**src/rtl/spike_event_bridge_if.sv**
```systemverilog
// spike_event_bridge_if
// Downstream spike-event handshake bundle (valid/ready plus spike address).
//   valid : source has a spike on addr
//   addr  : spike neuron address
//   ready : sink accepts the spike; a transfer happens when valid && ready
// Modports: master = spike source (bridge side), slave = spike consumer.
interface spike_event_bridge_if #(
  parameter int ADDR_WIDTH = 14
);
  logic                  valid;
  logic [ADDR_WIDTH-1:0] addr;
  logic                  ready;

  modport master (output valid, output addr, input ready);
  modport slave  (input valid, input addr, output ready);
endinterface

```
**src/rtl/spike_event_bridge.sv**
```systemverilog
// spike_event_bridge
// Buffers a valid-only spike stream from an SNN core and forwards it over a
// valid/ready handshake, signalling a timestep boundary once every spike of
// the closed timestep has been handed off.
// Ports:
//   clk, rst             : clock, asynchronous active-high reset
//   i_spike_in_valid/addr: upstream spike strobe and address (no backpressure)
//   i_timestep_done      : upstream one-cycle timestep-finished pulse
//   spike_event (master) : downstream valid/addr/ready handshake
//   o_timestep_done      : one-cycle pulse, closed timestep fully delivered
//   o_fifo_count         : registered occupancy (includes output register)
//   o_overflow           : sticky, a spike was dropped
//   o_drop_count         : saturating dropped-spike count
//   o_proto_err          : sticky, timestep pulse received while not idle
//   i_clear_status       : synchronous clear of the status flags
// Optional build macro: SPIKE_ADDR_REMAP_EN adds ADDR_OFFSET to each address
// at enqueue (modulo 2^ADDR_WIDTH); without it addresses pass unchanged.
module spike_event_bridge #(
  parameter int ADDR_WIDTH  = 14,
  parameter int DEPTH       = 64,
  parameter int CNT_WIDTH   = 16,
  parameter int ADDR_OFFSET = 0
) (
  input  logic                    clk,
  input  logic                    rst,
  input  logic                    i_spike_in_valid,
  input  logic [ADDR_WIDTH-1:0]   i_spike_in_addr,
  input  logic                    i_timestep_done,
  spike_event_bridge_if.master    spike_event,
  output logic                    o_timestep_done,
  output logic [$clog2(DEPTH):0]  o_fifo_count,
  output logic                    o_overflow,
  output logic [CNT_WIDTH-1:0]    o_drop_count,
  output logic                    o_proto_err,
  input  logic                    i_clear_status
);
  localparam int PTR_W = $clog2(DEPTH);
  localparam int CW    = PTR_W + 1;

  typedef enum logic [1:0] {
    ST_IDLE  = 2'd0,
    ST_DRAIN = 2'd1,
    ST_DONE  = 2'd2
  } state_e;

  // Storage RAM; the output register holds one more entry.
  logic [ADDR_WIDTH-1:0] mem_q [DEPTH];

  logic [PTR_W-1:0]      rd_ptr_q, rd_ptr_d;
  logic [PTR_W-1:0]      wr_ptr_q, wr_ptr_d;
  logic [CW-1:0]         cnt_q, cnt_d;
  logic                  out_valid_q, out_valid_d;
  logic [ADDR_WIDTH-1:0] out_addr_q, out_addr_d;
  logic                  overflow_q, overflow_d;
  logic [CNT_WIDTH-1:0]  drop_count_q, drop_count_d;
  logic                  proto_err_q, proto_err_d;

  state_e                state_q;
  logic [CNT_WIDTH-1:0]  pend_q;
  logic                  ts_done_q;

  logic                  pop_s, full_s, drop_s, accept_s, mem_we_s, proto_set_s;
  logic [CW-1:0]         ram_cnt_s;
  logic [ADDR_WIDTH-1:0] wdata_s;

`ifdef SPIKE_ADDR_REMAP_EN
  assign wdata_s = i_spike_in_addr + ADDR_WIDTH'(ADDR_OFFSET);
`else
  logic unused_offset_s;
  assign unused_offset_s = ^ADDR_OFFSET;
  assign wdata_s         = i_spike_in_addr;
`endif

  // Buffer control: push/pop decisions, output-stage refill and occupancy.
  always_comb begin
    pop_s       = out_valid_q & spike_event.ready;
    full_s      = (cnt_q == CW'(DEPTH));
    drop_s      = i_spike_in_valid & full_s & ~pop_s;
    accept_s    = i_spike_in_valid & ~drop_s;
    // RAM holds everything except the entry sitting in the output register.
    ram_cnt_s   = cnt_q - {{(CW-1){1'b0}}, out_valid_q};
    out_valid_d = out_valid_q;
    out_addr_d  = out_addr_q;
    rd_ptr_d    = rd_ptr_q;
    mem_we_s    = 1'b0;
    if (!out_valid_q || pop_s) begin
      if (ram_cnt_s != {CW{1'b0}}) begin
        out_valid_d = 1'b1;
        out_addr_d  = mem_q[rd_ptr_q];
        rd_ptr_d    = rd_ptr_q + PTR_W'(1);
        mem_we_s    = accept_s;
      end else if (accept_s) begin
        // Empty RAM: bypass straight into the output register.
        out_valid_d = 1'b1;
        out_addr_d  = wdata_s;
      end else begin
        out_valid_d = 1'b0;
      end
    end else begin
      mem_we_s = accept_s;
    end
    if (mem_we_s) begin
      wr_ptr_d = wr_ptr_q + PTR_W'(1);
    end else begin
      wr_ptr_d = wr_ptr_q;
    end
    case ({accept_s, pop_s})
      2'b10:   cnt_d = cnt_q + CW'(1);
      2'b01:   cnt_d = cnt_q - CW'(1);
      default: cnt_d = cnt_q;
    endcase
  end

  // Sticky status: a drop or protocol error wins over a same-cycle clear.
  always_comb begin
    proto_set_s = i_timestep_done & (state_q != ST_IDLE);
    if (drop_s) begin
      overflow_d = 1'b1;
      if (i_clear_status) begin
        drop_count_d = CNT_WIDTH'(1);
      end else if (&drop_count_q) begin
        drop_count_d = drop_count_q;
      end else begin
        drop_count_d = drop_count_q + CNT_WIDTH'(1);
      end
    end else if (i_clear_status) begin
      overflow_d   = 1'b0;
      drop_count_d = {CNT_WIDTH{1'b0}};
    end else begin
      overflow_d   = overflow_q;
      drop_count_d = drop_count_q;
    end
    if (proto_set_s) begin
      proto_err_d = 1'b1;
    end else if (i_clear_status) begin
      proto_err_d = 1'b0;
    end else begin
      proto_err_d = proto_err_q;
    end
  end

  // Datapath and status registers.
  always_ff @(posedge clk or posedge rst) begin
    if (rst) begin
      rd_ptr_q     <= {PTR_W{1'b0}};
      wr_ptr_q     <= {PTR_W{1'b0}};
      cnt_q        <= {CW{1'b0}};
      out_valid_q  <= 1'b0;
      out_addr_q   <= {ADDR_WIDTH{1'b0}};
      overflow_q   <= 1'b0;
      drop_count_q <= {CNT_WIDTH{1'b0}};
      proto_err_q  <= 1'b0;
    end else begin
      rd_ptr_q     <= rd_ptr_d;
      wr_ptr_q     <= wr_ptr_d;
      cnt_q        <= cnt_d;
      out_valid_q  <= out_valid_d;
      out_addr_q   <= out_addr_d;
      overflow_q   <= overflow_d;
      drop_count_q <= drop_count_d;
      proto_err_q  <= proto_err_d;
    end
  end

  // Spike storage RAM (contents need no reset; pointers qualify them).
  always_ff @(posedge clk) begin
    if (mem_we_s) begin
      mem_q[wr_ptr_q] <= wdata_s;
    end
  end

  // Timestep FSM: pend counts the closed timestep's spikes still to leave.
  // Because the buffer is in order, the first pend pops are exactly those.
  always_ff @(posedge clk or posedge rst) begin
    if (rst) begin
      state_q   <= ST_IDLE;
      pend_q    <= {CNT_WIDTH{1'b0}};
      ts_done_q <= 1'b0;
    end else begin
      case (state_q)
        ST_IDLE: begin
          ts_done_q <= 1'b0;
          if (i_timestep_done) begin
            // cnt_d already counts the same-cycle push and pop.
            if (cnt_d == {CW{1'b0}}) begin
              state_q   <= ST_DONE;
              ts_done_q <= 1'b1;
            end else begin
              state_q <= ST_DRAIN;
              pend_q  <= CNT_WIDTH'(cnt_d);
            end
          end
        end
        ST_DRAIN: begin
          ts_done_q <= 1'b0;
          if (pop_s) begin
            pend_q <= pend_q - CNT_WIDTH'(1);
            if (pend_q == CNT_WIDTH'(1)) begin
              state_q   <= ST_DONE;
              ts_done_q <= 1'b1;
            end
          end
        end
        ST_DONE: begin
          ts_done_q <= 1'b0;
          state_q   <= ST_IDLE;
        end
        default: begin
          ts_done_q <= 1'b0;
          state_q   <= ST_IDLE;
        end
      endcase
    end
  end

  assign spike_event.valid = out_valid_q;
  assign spike_event.addr  = out_addr_q;
  assign o_timestep_done   = ts_done_q;
  assign o_fifo_count      = cnt_q;
  assign o_overflow        = overflow_q;
  assign o_drop_count      = drop_count_q;
  assign o_proto_err       = proto_err_q;
endmodule

```
**src/flat_wrapper.sv**
```systemverilog
// flat-port wrapper written by rule: the top's interface ports become plain ports
module spike_event_bridge_flat 
#(
  parameter int ADDR_WIDTH  = 14,
  parameter int DEPTH       = 64,
  parameter int CNT_WIDTH   = 16,
  parameter int ADDR_OFFSET = 0
)
  (clk, rst, i_spike_in_valid, i_spike_in_addr, i_timestep_done, o_timestep_done, o_fifo_count, o_overflow, o_drop_count, o_proto_err, i_clear_status, spike_event_valid, spike_event_addr, spike_event_ready);
  spike_event_bridge_if #(.ADDR_WIDTH(ADDR_WIDTH)) spike_event_i ();
  input  logic clk;
  input  logic rst;
  input  logic i_spike_in_valid;
  input  logic [ADDR_WIDTH-1:0] i_spike_in_addr;
  input  logic i_timestep_done;
  output logic o_timestep_done;
  output logic [$clog2(DEPTH):0] o_fifo_count;
  output logic o_overflow;
  output logic [CNT_WIDTH-1:0] o_drop_count;
  output logic o_proto_err;
  input  logic i_clear_status;
  output wire logic [$bits(spike_event_i.valid)-1:0] spike_event_valid;
  output wire logic [$bits(spike_event_i.addr)-1:0] spike_event_addr;
  input wire logic [$bits(spike_event_i.ready)-1:0] spike_event_ready;
  assign spike_event_valid = spike_event_i.valid;
  assign spike_event_addr = spike_event_i.addr;
  assign spike_event_i.ready = spike_event_ready;
  spike_event_bridge #(.ADDR_WIDTH(ADDR_WIDTH), .DEPTH(DEPTH), .CNT_WIDTH(CNT_WIDTH), .ADDR_OFFSET(ADDR_OFFSET)) u_core (.clk(clk), .rst(rst), .i_spike_in_valid(i_spike_in_valid), .i_spike_in_addr(i_spike_in_addr), .i_timestep_done(i_timestep_done), .spike_event(spike_event_i), .o_timestep_done(o_timestep_done), .o_fifo_count(o_fifo_count), .o_overflow(o_overflow), .o_drop_count(o_drop_count), .o_proto_err(o_proto_err), .i_clear_status(i_clear_status));
endmodule
```
**config.mk**
```make
export PLATFORM = sky130hd
export DESIGN_NAME = spike_event_bridge_flat
export DESIGN_NICKNAME = d
export VERILOG_FILES = /design/src/rtl/spike_event_bridge_if.sv /design/src/rtl/spike_event_bridge.sv /design/src/flat_wrapper.sv
export SDC_FILE = /design/constraint.sdc
export NUM_CORES = 1
export LEC_CHECK = 0
export ABC_AREA = 1
export BUFFER_PORTS_ARGS = -buffer_cell sky130_fd_sc_hd__buf_2
export CAP_MARGIN = 20
export CORE_ASPECT_RATIO = 1.25
export CORE_UTILIZATION = 49
export CTS_BUF_LIST = sky130_fd_sc_hd__clkbuf_16
export DETAILED_ROUTE_END_ITERATION = 16
export GPL_TIMING_DRIVEN = 0
export SLEW_MARGIN = 0
export SYNTH_ARGS = -nofsm -noshare
export SYNTH_HDL_FRONTEND = slang
export SYNTH_SLANG_ARGS = --single-unit
```
**constraint.sdc**
```tcl
create_clock -name clk -period 5 [get_ports clk]
set_input_delay 0.75 -clock clk [delete_from_list [all_inputs] [get_ports clk]]
set_output_delay 0.75 -clock clk [all_outputs]
set_load 0.005 [all_outputs]
```
# Word level (Yosys, flattened, before mapping)

Memory sizes are Yosys's and may differ from the RTL's.
Cells that the tools add are included.

Bits in registers: 71
RAM bits: 896
Input port bits: 20
Output and inout port bits: 41
Logic and storage cells: 82
Memories kept: 1

$add $sub $neg: 7
Equal/unequal tests: 10
Multiplexer cells: 30
Bitwise logic cells: 7
Reduce and logical (&&, ||, !) cells: 16

Memories:

| memory       | words | bits a word | read ports | clocked after Yosys merged registers in | write ports | RTL line                 | RTL |
|---|---|---|---|---|---|---|---|
| u_core.mem_q | 64    | 14          | 1          | 0                                       | 1           | spike_event_bridge.sv:47 | `logic [ADDR_WIDTH-1:0] mem_q [DEPTH];` |

Operator list:

| operator                                           | number |
|---|---|
| two-way mux 16 bit                                 | 7 |
| case mux 16 bit (2 select lines)                   | 1 |
| two-way mux 14 bit                                 | 2 |
| adder 16 x 1 -> 16 bit, second input constant      | 1 |
| == test 16 x 1 -> 1 bit, second input constant     | 1 |
| AND reduction 16 bit                               | 1 |
| subtractor 16 x 1 -> 16 bit, second input constant | 1 |
| case mux 7 bit (2 select lines)                    | 1 |
| two-way mux 1 bit                                  | 13 |
| adder 6 x 1 -> 6 bit, second input constant        | 2 |
| nonzero test 2 bit                                 | 5 |
| two-way mux 2 bit                                  | 4 |
| adder 7 x 1 -> 7 bit, second input constant        | 1 |
| == test 7 bit, second input constant               | 1 |
| zero test 7 bit                                    | 1 |
| nonzero test 7 bit                                 | 1 |
| subtractor 7 x 1 -> 7 bit                          | 1 |
| subtractor 7 x 1 -> 7 bit, second input constant   | 1 |
| != test 2 bit, second input constant               | 3 |
| AND reduction 2 bit                                | 3 |
| bitwise AND 1 bit                                  | 5 |
| == test 2 x 1 -> 1 bit, second input constant      | 2 |
| != test 2 x 1 -> 1 bit, second input constant      | 2 |
| case mux 2 bit (2 select lines)                    | 1 |
| 8 further kinds                                    | 9 |

# Longest topological paths before layout

Gate-level depths: netlist (run 1).

Depth in word-level cells: 11
Mapped depth: 18
Mapped depth without buffers: 17

# Least setup slack after synthesis (run 1)

Ideal clock, no wire load.

Kind: input -> register
Start: input port spike_event_ready
End: memory u_core.mem_q[0][0], enable pin
Library setup time: 0.384 ns
Data arrival time: 2.371 ns
Data required time: 4.616 ns
Setup slack: 2.244 ns
Stages on the path: 8
Path buffers: 0
Cell sequence: nand2_2 > nand3_1 > nor3_2 > nor2_1 > nand2_1 > inv_1 > nand4_1 > nor2_1

Cells in the longest elaborated chain, start to end: 9
Elaborated cells between the ends (all ways): 10
Those cells by class: mux (4); bitwise (5); reduce/logical (1)

RTL lines:

| element                                     | RTL line                  | RTL |
|---|---|---|
| start: declaration                          | flat_wrapper.sv:24        | `input wire logic [$bits(spike_event_i.ready)-1:0] spike_event_ready;` |
| bitwise AND 1 bit (*)                       | spike_event_bridge.sv:76  | `pop_s = out_valid_q & spike_event.ready;` |
| NOT 1 bit                                   | spike_event_bridge.sv:78  | `drop_s = i_spike_in_valid & full_s & ~pop_s;` |
| bitwise AND 1 bit                           | spike_event_bridge.sv:78  |  |
| NOT 1 bit                                   | spike_event_bridge.sv:79  | `accept_s = i_spike_in_valid & ~drop_s;` |
| bitwise AND 1 bit                           | spike_event_bridge.sv:79  |  |
| two-way mux 1 bit                           | spike_event_bridge.sv:87  | `if (ram_cnt_s != {CW{1'b0}}) begin` |
| two-way mux 1 bit (*)                       | spike_event_bridge.sv:86  | `if (!out_valid_q \|\| pop_s) begin` |
| two-way mux 1 bit (*)                       | spike_event_bridge.sv:167 | `if (mem_we_s) begin` |
| two-way mux 1 bit (not written as such) (*) | spike_event_bridge.sv:168 | `mem_q[wr_ptr_q] <= wdata_s;` |
| end: declaration                            | spike_event_bridge.sv:47  |  |

Every way passes the cells marked *; elsewhere a longest branch is shown, timed or not.

# Final worst setup path (run 1)

Start: register u_core.cnt_q[0], in the netlist u_core.o_fifo_count[0]
End: memory u_core.mem_q[48][2], enable pin

Cells in the longest elaborated chain, start to end: 9
Elaborated cells between the ends (all ways): 11
Those cells by class: add/sub (1); eq/ne (1); mux (4); bitwise (4); reduce/logical (1)

RTL lines:

| element                                                                           | RTL line                  | RTL |
|---|---|---|
| start: declaration                                                                | spike_event_bridge.sv:51  | `logic [CW-1:0] cnt_q, cnt_d;` |
| start signal: assignment                                                          | spike_event_bridge.sv:147 | `cnt_q <= {CW{1'b0}};` |
| start signal: assignment                                                          | spike_event_bridge.sv:156 | `cnt_q <= cnt_d;` |
| parallel branches: the longest is 6 deep, another holds subtractor 7 x 1 -> 7 bit | n/a                       |  |
| two-way mux 1 bit (*)                                                             | spike_event_bridge.sv:86  |  |
| two-way mux 1 bit (*)                                                             | spike_event_bridge.sv:167 |  |
| two-way mux 1 bit (not written as such) (*)                                       | spike_event_bridge.sv:168 |  |

Every way passes the cells marked *.

==> flow_metrics.tcl, run 1 <==
set metrics [dict create \
    outcome "completed" \
    die_w_um 258 \
    ant_nets 0 \
    hold_viol 0 \
    crit_family "simple AND/OR/NAND/NOR gates" \
    areaGrowthSynthToFinish_pct 16.0 \
    arrival_ps 4420 \
    max_slew_margin_pct 16.7 \
    first_iter_violations 4176 \
    min_period_ps 4040 \
    clkSlewWorstSetupHoldPaths_ps 60 \
    peakVddDrop_mv 0.330 \
    syn_avg_cell_area_um2 11.7 \
    cts_made_buffers 95 \
    syn-cell-area_um2 40000 \
    grt_max_degree 66 \
    seq_area_frac_synth_pct 71.7 \
    cp.required_ps 5390 \
    drc 0 \
    powerDensity_nw_per_um2 584 \
    crit_path_end_kind "flop" \
    ctsHoldBuffers 0 \
    fp.coreArea_um2 80400 \
    yosys.cell_types.count 41 \
    wl_um 144000 \
    synth_warnings 0 \
    clkSinkCount 967 \
    antennaDiodeCount 0 \
    period_share_pct 80.7 \
    grt_busiest_layer "met2" \
    fin_nets 3690 \
    tightestPinTransition_ps 1250 \
    synth_edf_count 896 \
    antenna_found_initial 1 \
    initial_core_util_pct 49.7 \
    cts_tree "built" \
    setup_violations 0 \
    async_reset_ff_share_pct 7.34 \
    path_class "flop to flop" \
    viasPerCell 6.08 \
    fin_cells 4801 \
    first_global_vias 27800 \
    fill_cells 6634 \
    crit_top_cell "nand2_1" \
    cts_max_level 3 \
    place_congestion 0.971 \
    dpl_cell_area_um2 43300 \
    grt.met2_usage_pct 57.3 \
    grtUsageMet1_pct 43.5 \
    ys_ff_latch 967 \
    dp_hpwl_um 103000 \
    port_buffers 59 \
    cts_root_buf "clkbuf_16" \
    p_leak_nw 16.2 \
    fmax_mhz 248 \
    rsz0062_at_grt "no" \
    use_met3_pct 5.89 \
    drv_cap 0 \
    post_drt_wl_per_cell_um 30.0 \
    grt_overflow_total 0 \
    clock_latency_ps 700 \
    postCtsSetupRepairBufs 0 \
    slowest_delay_ps 890 \
    placedCellCount 4621 \
    drv_slew 0 \
    grt_first_pass_wirelength_um 202000 \
    start_kind "flop" \
    crit_path_cell_trace "inv_2 -> ha_1 -> inv_1 -> nand2_1 -> nand4_1 -> nor2_1 -> nand2_1 -> nand2_1 -> inv_1 -> nand4_1 -> nor2_2 -> buf_8" \
    synth_cells 3423 \
    die_area_um2 82800 \
    drt-pass1-iter-count 6 \
    ys.flop_type "edfxtp_1" \
    dieHeight_um 321 \
    fin_area_um2 46400 \
    fin_skew_ps 33.2 \
    slowest_stage "nor2_2" \
    crit_fanout 8 \
    final_util_pct 57.7 \
    crit_buf_inv 4 \
    layout-drive-gt1-share_pct 12.3 \
    io-pin-count 61 \
    num_vias 29200 \
    synth_fp_nets 3455 \
    power.total_mw 27.1 \
    clk_path_buf_depth 3 \
    grtUsageTotal_pct 34.9 \
    hp-class "input pin to asynchronous set/reset pin" \
    cts_resized 0 \
    row_count 116 \
]
[final cells by class]
cell class / count / area [um^2] / share of cell area (%)
flip-flops and latches: 967 / 28700 / 61.8
multi-input cells: 2119 / 10100 / 21.8
clock buffers: 97 / 2430 / 5.23
repair buffers: 138 / 1840 / 3.97
well taps: 1062 / 1330 / 2.86
plain buffers: 199 / 862 / 1.86
clock inverters: 81 / 632 / 1.36
inverters: 138 / 520 / 1.12
[through the flow]
stage | setup WS [ps] | TNS, ps | hold WS (ps)
after global placement | -72.5 | -1910 | 464
after detailed placement | 709 | 0 | 464
after global routing | 869 | 0 | 77.9
after floorplan | 2240 | 0 | 442
final | 964 | 0 | 80.3
after CTS | 954 | 0 | 79.1
[worst register-to-register path, stage by stage, from the launching register on]
cell and delay [ps]:
dfrtp_1 530, inv_2 100, ha_1 210, inv_1 60
nand2_1 40, nand4_1 100, nor2_1 140, nand2_1 110
nand2_1 340, inv_1 330, nand4_1 620, nor2_2 890
buf_8 270
[metal layers]
layer	wire, um	part of all wire [%]
met3	13100	9.1
met1	52300	36
met5	0	0
met2	68800	48
met4	9700	6.7
[placed cells by master, fill, tap and decap left out, types with 23 or more instances in the layout]
master and instances:
inv_1 148, nor2_1 642, clkbuf_16 97, clkinv_1 23, buf_8 39, edfxtp_1 896
o21ai_0 463, dfrtp_1 71, o211ai_1 113, o22ai_1 64, buf_16 24, nand2_1 397
buf_2 124, nor2_2 64, clkbuf_1 104, nand3_1 200, a21oi_1 52
[final timing paths]
| kind | endpoint | cells past startpoint | start | slack [ps] |
|---|---|---|---|---|
| setup / recovery | u_core.mem_q[48][2] | 12 | u_core.o_fifo_count[0] | 960 |
| hold / removal | u_core.spike_event.addr[5] | 2 | rst | 80 |
| setup reg to reg | u_core.mem_q[48][2] | 12 | u_core.o_fifo_count[0] | 960 |
| hold reg to reg | u_core.spike_event.addr[0] | 2 | u_core.spike_event.addr[0] | 480 |
| max in group asynchronous | u_core.rd_ptr_q[1] | 3 | rst | 4290 |
| min in group clk | u_core.state_q[0] | 3 | i_timestep_done | 360 |
[sequential cells by signal, summed over array words and instances (netlist names)]
name                      cells
u_core.mem_q                896
u_core.o_drop_count          16
u_core.pend_q                16
u_core.spike_event.addr      14
u_core.o_fifo_count           7
u_core.rd_ptr_q               6
u_core.wr_ptr_q               6
u_core.state_q                2
u_core.o_overflow             1
u_core.o_proto_err            1
u_core.o_timestep_done        1
u_core.spike_event.valid      1
[where the power goes]
group / switching (mW) / total (mW) / internal (mW)
Combinational: 7.94 / 10.5 / 2.56
Clock: 3.18 / 7.09 / 3.90
Sequential: 0.260 / 9.53 / 9.27
[synthesized netlist by cell type (17+ instances only)]
cell type	count	area, um^2
nand2_1	397	1490
o22ai_1	64	400
nor2_1	704	2640
edfxtp_1	896	26900
clkbuf_1	104	390
o211ai_1	113	848
buf_1	22	82.6
dfrtp_1	71	1780
inv_1	132	495
or2_2	21	131
buf_2	65	325
nand3_1	200	1000
a21oi_1	52	260
xor2_1	20	175
o21ai_0	463	2320
nor3_1	17	85.1
[logic make-up (layout without fill, tap and decap cells)]
family / after synthesis / in the layout / synth area share (%)
and+or+nand+nor: 1378 / 1378 / 14.1
buffers and inverters: 337 / 653 / 3.45
AOI/OAI and AO/OA: 706 / 706 / 9.81
xor gates and xnor gates: 23 / 23 / 0.504
DFF: 967 / 967 / 71.7
adders and majority gates: 12 / 12 / 0.394
No activity file was read; power rests on OpenSTA's default activity.
==> inputs of run 2 (changes only) <==
--- a/config.mk
+++ b/config.mk
@@ -5,7 +5,7 @@
 export SDC_FILE = /design/constraint.sdc
 export NUM_CORES = 1
 export LEC_CHECK = 0
-export ABC_AREA = 1
+export ABC_AREA = 0
 export BUFFER_PORTS_ARGS = -buffer_cell sky130_fd_sc_hd__buf_2
 export CAP_MARGIN = 20
 export CORE_ASPECT_RATIO = 1.25
==> constraint.sdc (replaced) <==
create_clock -name clk -period 3.95 [get_ports clk]
set_input_delay 0.5925 -clock clk [delete_from_list [all_inputs] [get_ports clk]]
set_output_delay 0.5925 -clock clk [all_outputs]
set_load 0.005 [all_outputs]
==> flow_metrics.tcl, run 2 <==
set metrics [dict create \
    outcome "completed" \
    max_slew_margin_pct 28.1 \
    p_leak_nw 14.2 \
    synth_edf_count 896 \
    min_period_ps 3900 \
    grt_busiest_layer "met2" \
    drt-pass1-iter-count 5 \
    ys.flop_type "edfxtp_1" \
    hold_viol 0 \
    peakVddDrop_mv 0.375 \
    cts_tree "built" \
    grtUsageTotal_pct 24.0 \
    start_kind "flop" \
    clk_path_buf_depth 3 \
    fp.coreArea_um2 76500 \
    setup_violations 0 \
    largest_reg_flops 896 \
    cts_made_buffers 94 \
    port_buffers 59 \
    die_area_um2 78800 \
    synth_common_cells "896 x edfxtp_1, 280 x mux4_2, 106 x nor2_1, 71 x dfrtp_1, 55 x clkbuf_1" \
    grt_overflow_total 0 \
    drc 0 \
    powerDensity_nw_per_um2 675 \
    grtUsageMet1_pct 32.0 \
    synth_cells 1787 \
    cp-endpoint "u_core.spike_event.addr[13]" \
    ant_nets 0 \
    viasPerCell 6.04 \
    grt_first_pass_wirelength_um 135000 \
    r2r_slack_ps 50 \
    clkSinkCount 967 \
    fin_nets 2069 \
    synth_most_common_cell "edfxtp_1" \
    cts_max_level 3 \
    grt_max_degree 69 \
    async_reset_ff_share_pct 7.34 \
    num_vias 19000 \
    fin_skew_ps 25.3 \
    crit_fanout 10 \
    muxShareOfSynthArea_pct 17.1 \
    synth_compound_area_share_pct 2.53 \
    power.total_mw 29.8 \
    areaGrowthSynthToFinish_pct 16.0 \
    die_w_um 251 \
    mostFrequentLayoutCells "896 x edfxtp_1, 280 x mux4_2, 94 x clkbuf_16" \
    synth_fp_nets 1819 \
    yosys.cell_types.count 67 \
    r2r_end "u_core.spike_event.addr[13]" \
    initial_core_util_pct 49.8 \
    dpl_cell_area_um2 40700 \
    rsz0062_at_grt "yes" \
    row_count 113 \
    synth_xor_area_share_pct 0.529 \
    grt.met2_usage_pct 40.6 \
    synthAdderAreaFrac_pct 0.414 \
    antenna_found_initial 0 \
    syn-cell-area_um2 38100 \
    seq_area_frac_synth_pct 75.4 \
    crit_path_start "u_core.rd_ptr_q[1]" \
    layout-drive-gt1-share_pct 32.1 \
    netlist.area_leader.share_pct 70.7 \
    synth_top_family_by_area "multiplexers" \
    io-pin-count 61 \
    top_register "u_core.mem_q" \
    drv_slew 0 \
    first_global_vias 19700 \
    dieHeight_um 314 \
    drv_cap 0 \
    clkSlewWorstSetupHoldPaths_ps 70 \
    fmax_mhz 257 \
    synth_area_leader_cell "edfxtp_1" \
    syn_avg_cell_area_um2 21.3 \
    path_class "flop to flop" \
    r2r_cells 7 \
    synthTopCellsByArea "edfxtp_1 71%, mux4_2 17%, dfrtp_1 4.7%, nor2_1 1.0%, clkbuf_1 0.54%" \
    fin_area_um2 44100 \
    reg2reg_from "u_core.rd_ptr_q[1]" \
    period_share_pct 98.7 \
    cts_root_buf "clkbuf_16" \
    crit_path_end_kind "flop" \
    wl_um 92000 \
    first_iter_violations 1718 \
    final_util_pct 57.7 \
    place_congestion 0.963 \
    tightestPinTransition_ps 1080 \
    final_common_cell "edfxtp_1" \
    hp-class "input pin to flop" \
    cp.required_ps 4470 \
    post_drt_wl_per_cell_um 29.2 \
    synth_warnings 0 \
    clock_latency_ps 670 \
    synth-simple-area-share_pct 3.01 \
    arrival_ps 4420 \
    ys_ff_latch 967 \
    use_met3_pct 3.88 \
    dp_hpwl_um 62800 \
]
## run 2: worst max-delay path, stage by stage (launching register included)
cell and delay (ps):
dfrtp_1 350, clkbuf_1 420, clkbuf_1 820, clkbuf_1 600
mux4_2 440, mux4_2 490, mux2i_1 420, a311oi_1 190
## run 2: kinds of logic (layout without fill, tap and decap cells)
group,after synthesis,after routing
xor gates and xnor gates,23,23
muxes,298,298
AOI/OAI and AO/OA,144,144
buffers and inverters,104,428
adders and majority gates,12,12
other,0,1
DFF,967,967
and+or+nand+nor,239,239
## run 2: metrics by stage
step	setup WS (ps)	hold WS, ps	setup TNS, ps	std cells
after floorplan	836	456	0	1787
after global placement	-745	466	-342200	2881
after detailed placement	-371	468	-50450	2947
after CTS	0.473	216	0	3124
after global routing	-38.8	257	-75.8	3146
final	52.0	253	0	3147
## run 2: cell type report
cell class	count	area [um^2]
multi-input cells	716	9140
clock buffers	94	2350
repair buffers	154	1620
well taps	1035	1290
inverters	11	43.8
fillers	5560	32400
diodes	1	2.50
plain buffers	93	397
clock inverters	76	606
flip-flops and latches	967	28700
## run 2: how the worst min path moves through the flow
stage / end / from / depth (start not counted)
floorplan: u_core.wr_ptr_q[2] / u_core.wr_ptr_q[2] / 1
finish: u_core.state_q[1] / i_timestep_done / 3
global placement: u_core.o_overflow / u_core.o_overflow / 1
CTS: u_core.state_q[1] / i_timestep_done / 3
detailed placement: u_core.o_drop_count[7] / rst / 2
global route: u_core.o_proto_err / i_timestep_done / 3
## run 2: power by group
| part | total (mW) | switching (mW) | internal, mW |
|---|---|---|---|
| sequential | 12.0 | 0.291 | 11.7 |
| combinational | 9.14 | 5.09 | 4.05 |
| clock | 8.65 | 3.80 | 4.86 |
| total | 29.8 | 9.18 | 20.6 |
## run 2: repair_timing
item	CTS	global route
setup endpoints to repair	286	166
hold buffers	1	0
hold endpoints to repair	3	0
buffers inserted	6	9
pin swaps	2	0
gates resized for setup	14	16
## run 2: per-layer routing
layer	vias to the layer above	share of wire, %
li1	8012	-
met1	10100	40
met2	714	51
met3	136	6.4
met4	0	3.0
met5	-	0
==> inputs of run 3 (changes only) <==
--- a/config.mk
+++ b/config.mk
@@ -8,11 +8,14 @@
 export ABC_AREA = 0
 export BUFFER_PORTS_ARGS = -buffer_cell sky130_fd_sc_hd__buf_2
 export CAP_MARGIN = 20
+export CELL_PAD_IN_SITES_DETAIL_PLACEMENT = 1
+export CELL_PAD_IN_SITES_GLOBAL_PLACEMENT = 1
 export CORE_ASPECT_RATIO = 1.25
 export CORE_UTILIZATION = 49
 export CTS_BUF_LIST = sky130_fd_sc_hd__clkbuf_16
 export DETAILED_ROUTE_END_ITERATION = 16
 export GPL_TIMING_DRIVEN = 0
+export PLACE_DENSITY_LB_ADDON = 0.1
 export SLEW_MARGIN = 0
 export SYNTH_ARGS = -nofsm -noshare
 export SYNTH_HDL_FRONTEND = slang
==> flow_metrics.tcl, run 3 (synthesis results as in run 2) <==
set metrics [dict create \
    dp_hpwl_um 65600 \
    swShare_pct 31.5 \
    row_count 113 \
    p_switching_mw 9.52 \
    clkSinkCount 967 \
    post_drt_wl_per_cell_um 31.1 \
    power.share.clock_pct 29.2 \
    areaGrowthSynthToFinish_pct 16.0 \
    drc 0 \
    met1_length_um 39300 \
    grt_overflow_total 0 \
    crit_path_end_kind "flop" \
    peakVddDrop_mv 0.495 \
    cp.required_ps 4230 \
    max_slew_margin_pct 30.5 \
    crit_fanout 14 \
    hold_viol 0 \
    p_seq_share_pct 39.7 \
    top_register "u_core.mem_q" \
    highest_layer "met4" \
    dieHeight_um 314 \
    largest_reg_flops 896 \
    setup_ws_ps 60.2 \
    path_class "flop to flop" \
    io-pin-count 61 \
    grtUsageTotal_pct 25.6 \
    viasPerCell 6.07 \
    port_buffers 59 \
    die_area_um2 78800 \
    min_period_ps 3890 \
    wl_um 97800 \
    first_global_vias 20500 \
    hp-class "input pin to flop" \
    arrival_ps 4170 \
    cts_tree "built" \
    setup_violations 0 \
    first_iter_violations 1556 \
    final_common_cell "edfxtp_1" \
    cts_root_buf "clkbuf_16" \
    dr_wl_met3_um 5070 \
    tightestPinTransition_ps 1040 \
    grt_first_pass_wirelength_um 144000 \
    wl_met2_um 49700 \
    fill_cells 6443 \
    period_share_pct 98.5 \
    multi_input_area_um2 9170 \
    clk_path_buf_depth 3 \
    powerDensity_nw_per_um2 685 \
    fin_nets 2060 \
    rsz0062_at_grt "yes" \
    clock_latency_ps 670 \
    fin_skew_ps 19.5 \
    initial_core_util_pct 49.8 \
    final_util_pct 57.7 \
    grt_max_degree 66 \
    drv_cap 0 \
    outcome "completed" \
    internal_power_mw 20.7 \
    p_leak_nw 14.2 \
    fmax_mhz 257 \
    clkSlewWorstSetupHoldPaths_ps 60 \
    drt-pass1-iter-count 7 \
    cts_max_level 3 \
    num_vias 19100 \
    layout-drive-gt1-share_pct 32.3 \
    die_w_um 251 \
    fp.coreArea_um2 76500 \
    dpl_worst_slack_ps -469 \
    place_congestion 0.964 \
    mostFrequentLayoutCells "896 x edfxtp_1, 280 x mux4_2, 95 x clkbuf_16" \
    drv_slew 0 \
    ant_nets 0 \
    pwr-share-comb_pct 31.1 \
    cts_made_buffers 95 \
    start_kind "flop" \
    regArea_um2 28700 \
    antenna_found_initial 0 \
]
## run 3: timing repair
action,CTS,global route
pin swaps,3,0
hold endpoints to repair,32,0
hold buffers,1,0
setup buffers,10,0
endpoints found under the setup margin,641,178
resized for setup,20,21
## run 3: final timing paths
kind	from	endpoint	slack, ps	cells after the start
worst max-delay path	u_core.o_fifo_count[0]	u_core.mem_q[3][7]	60	9
worst min-delay path	i_timestep_done	u_core.o_proto_err	220	3
worst max register to register	u_core.o_fifo_count[0]	u_core.mem_q[3][7]	60	9
worst min register to register	u_core.o_proto_err	u_core.o_proto_err	480	1
max in group asynchronous	rst	u_core.state_q[0]	2830	4
min in group asynchronous	rst	u_core.o_drop_count[15]	530	3
## run 3: critical path, cell delays in order, from the launching register on
cell and delay [ps]:
dfrtp_1 530, inv_1 150, ha_1 210, xor2_1 240
nor4b_4 130, a2bb2oi_1 200, nand2b_1 270, nor2_1 400
nand3_2 420, nor2_2 940
## run 3: cell type report
| type | count | share of cell area [%] |
|---|---|---|
| sequential | 967 | 65.0 |
| multi-input combinational | 716 | 20.8 |
| clock buffer | 95 | 5.39 |
| timing repair buffer | 144 | 3.42 |
| tap | 1035 | 2.93 |
| clock inverter | 82 | 1.46 |
| buffer | 93 | 0.930 |
| inverter | 11 | 0.0992 |
| antenna | 1 | 0.00567 |
## run 3: power by group through the flow
stage	sequential (mW)	combinational, mW	clock, mW
final	12.0	9.41	8.82
after global placement	12.2	8.74	0
after global routing	12.1	9.87	9.30
after detailed placement	12.2	9.14	0
after floorplan	12.1	5.63	0
after CTS	12.0	9.27	8.98
## run 3: per-layer routing
layer / GRT usage, % / vias up
li1: - / 7996
met1: 34.1 / 10300
met2: 43.3 / 612
met3: 3.37 / 152
met4: 10.2 / 0
met5: 0 / -
## run 3: stage by stage
step	cell area, um^2	TNS (ps)	hold slack (ps)	std cells	total power, mW
floorplan	38100	0	456	1787	17.8
global placement	39600	-397690	465	2881	20.9
detailed placement	40600	-97710	471	2942	21.4
CTS	43800	-124	186	3130	30.3
global route	44100	-3880	231	3143	31.2
finish	44100	0	222	3144	30.2
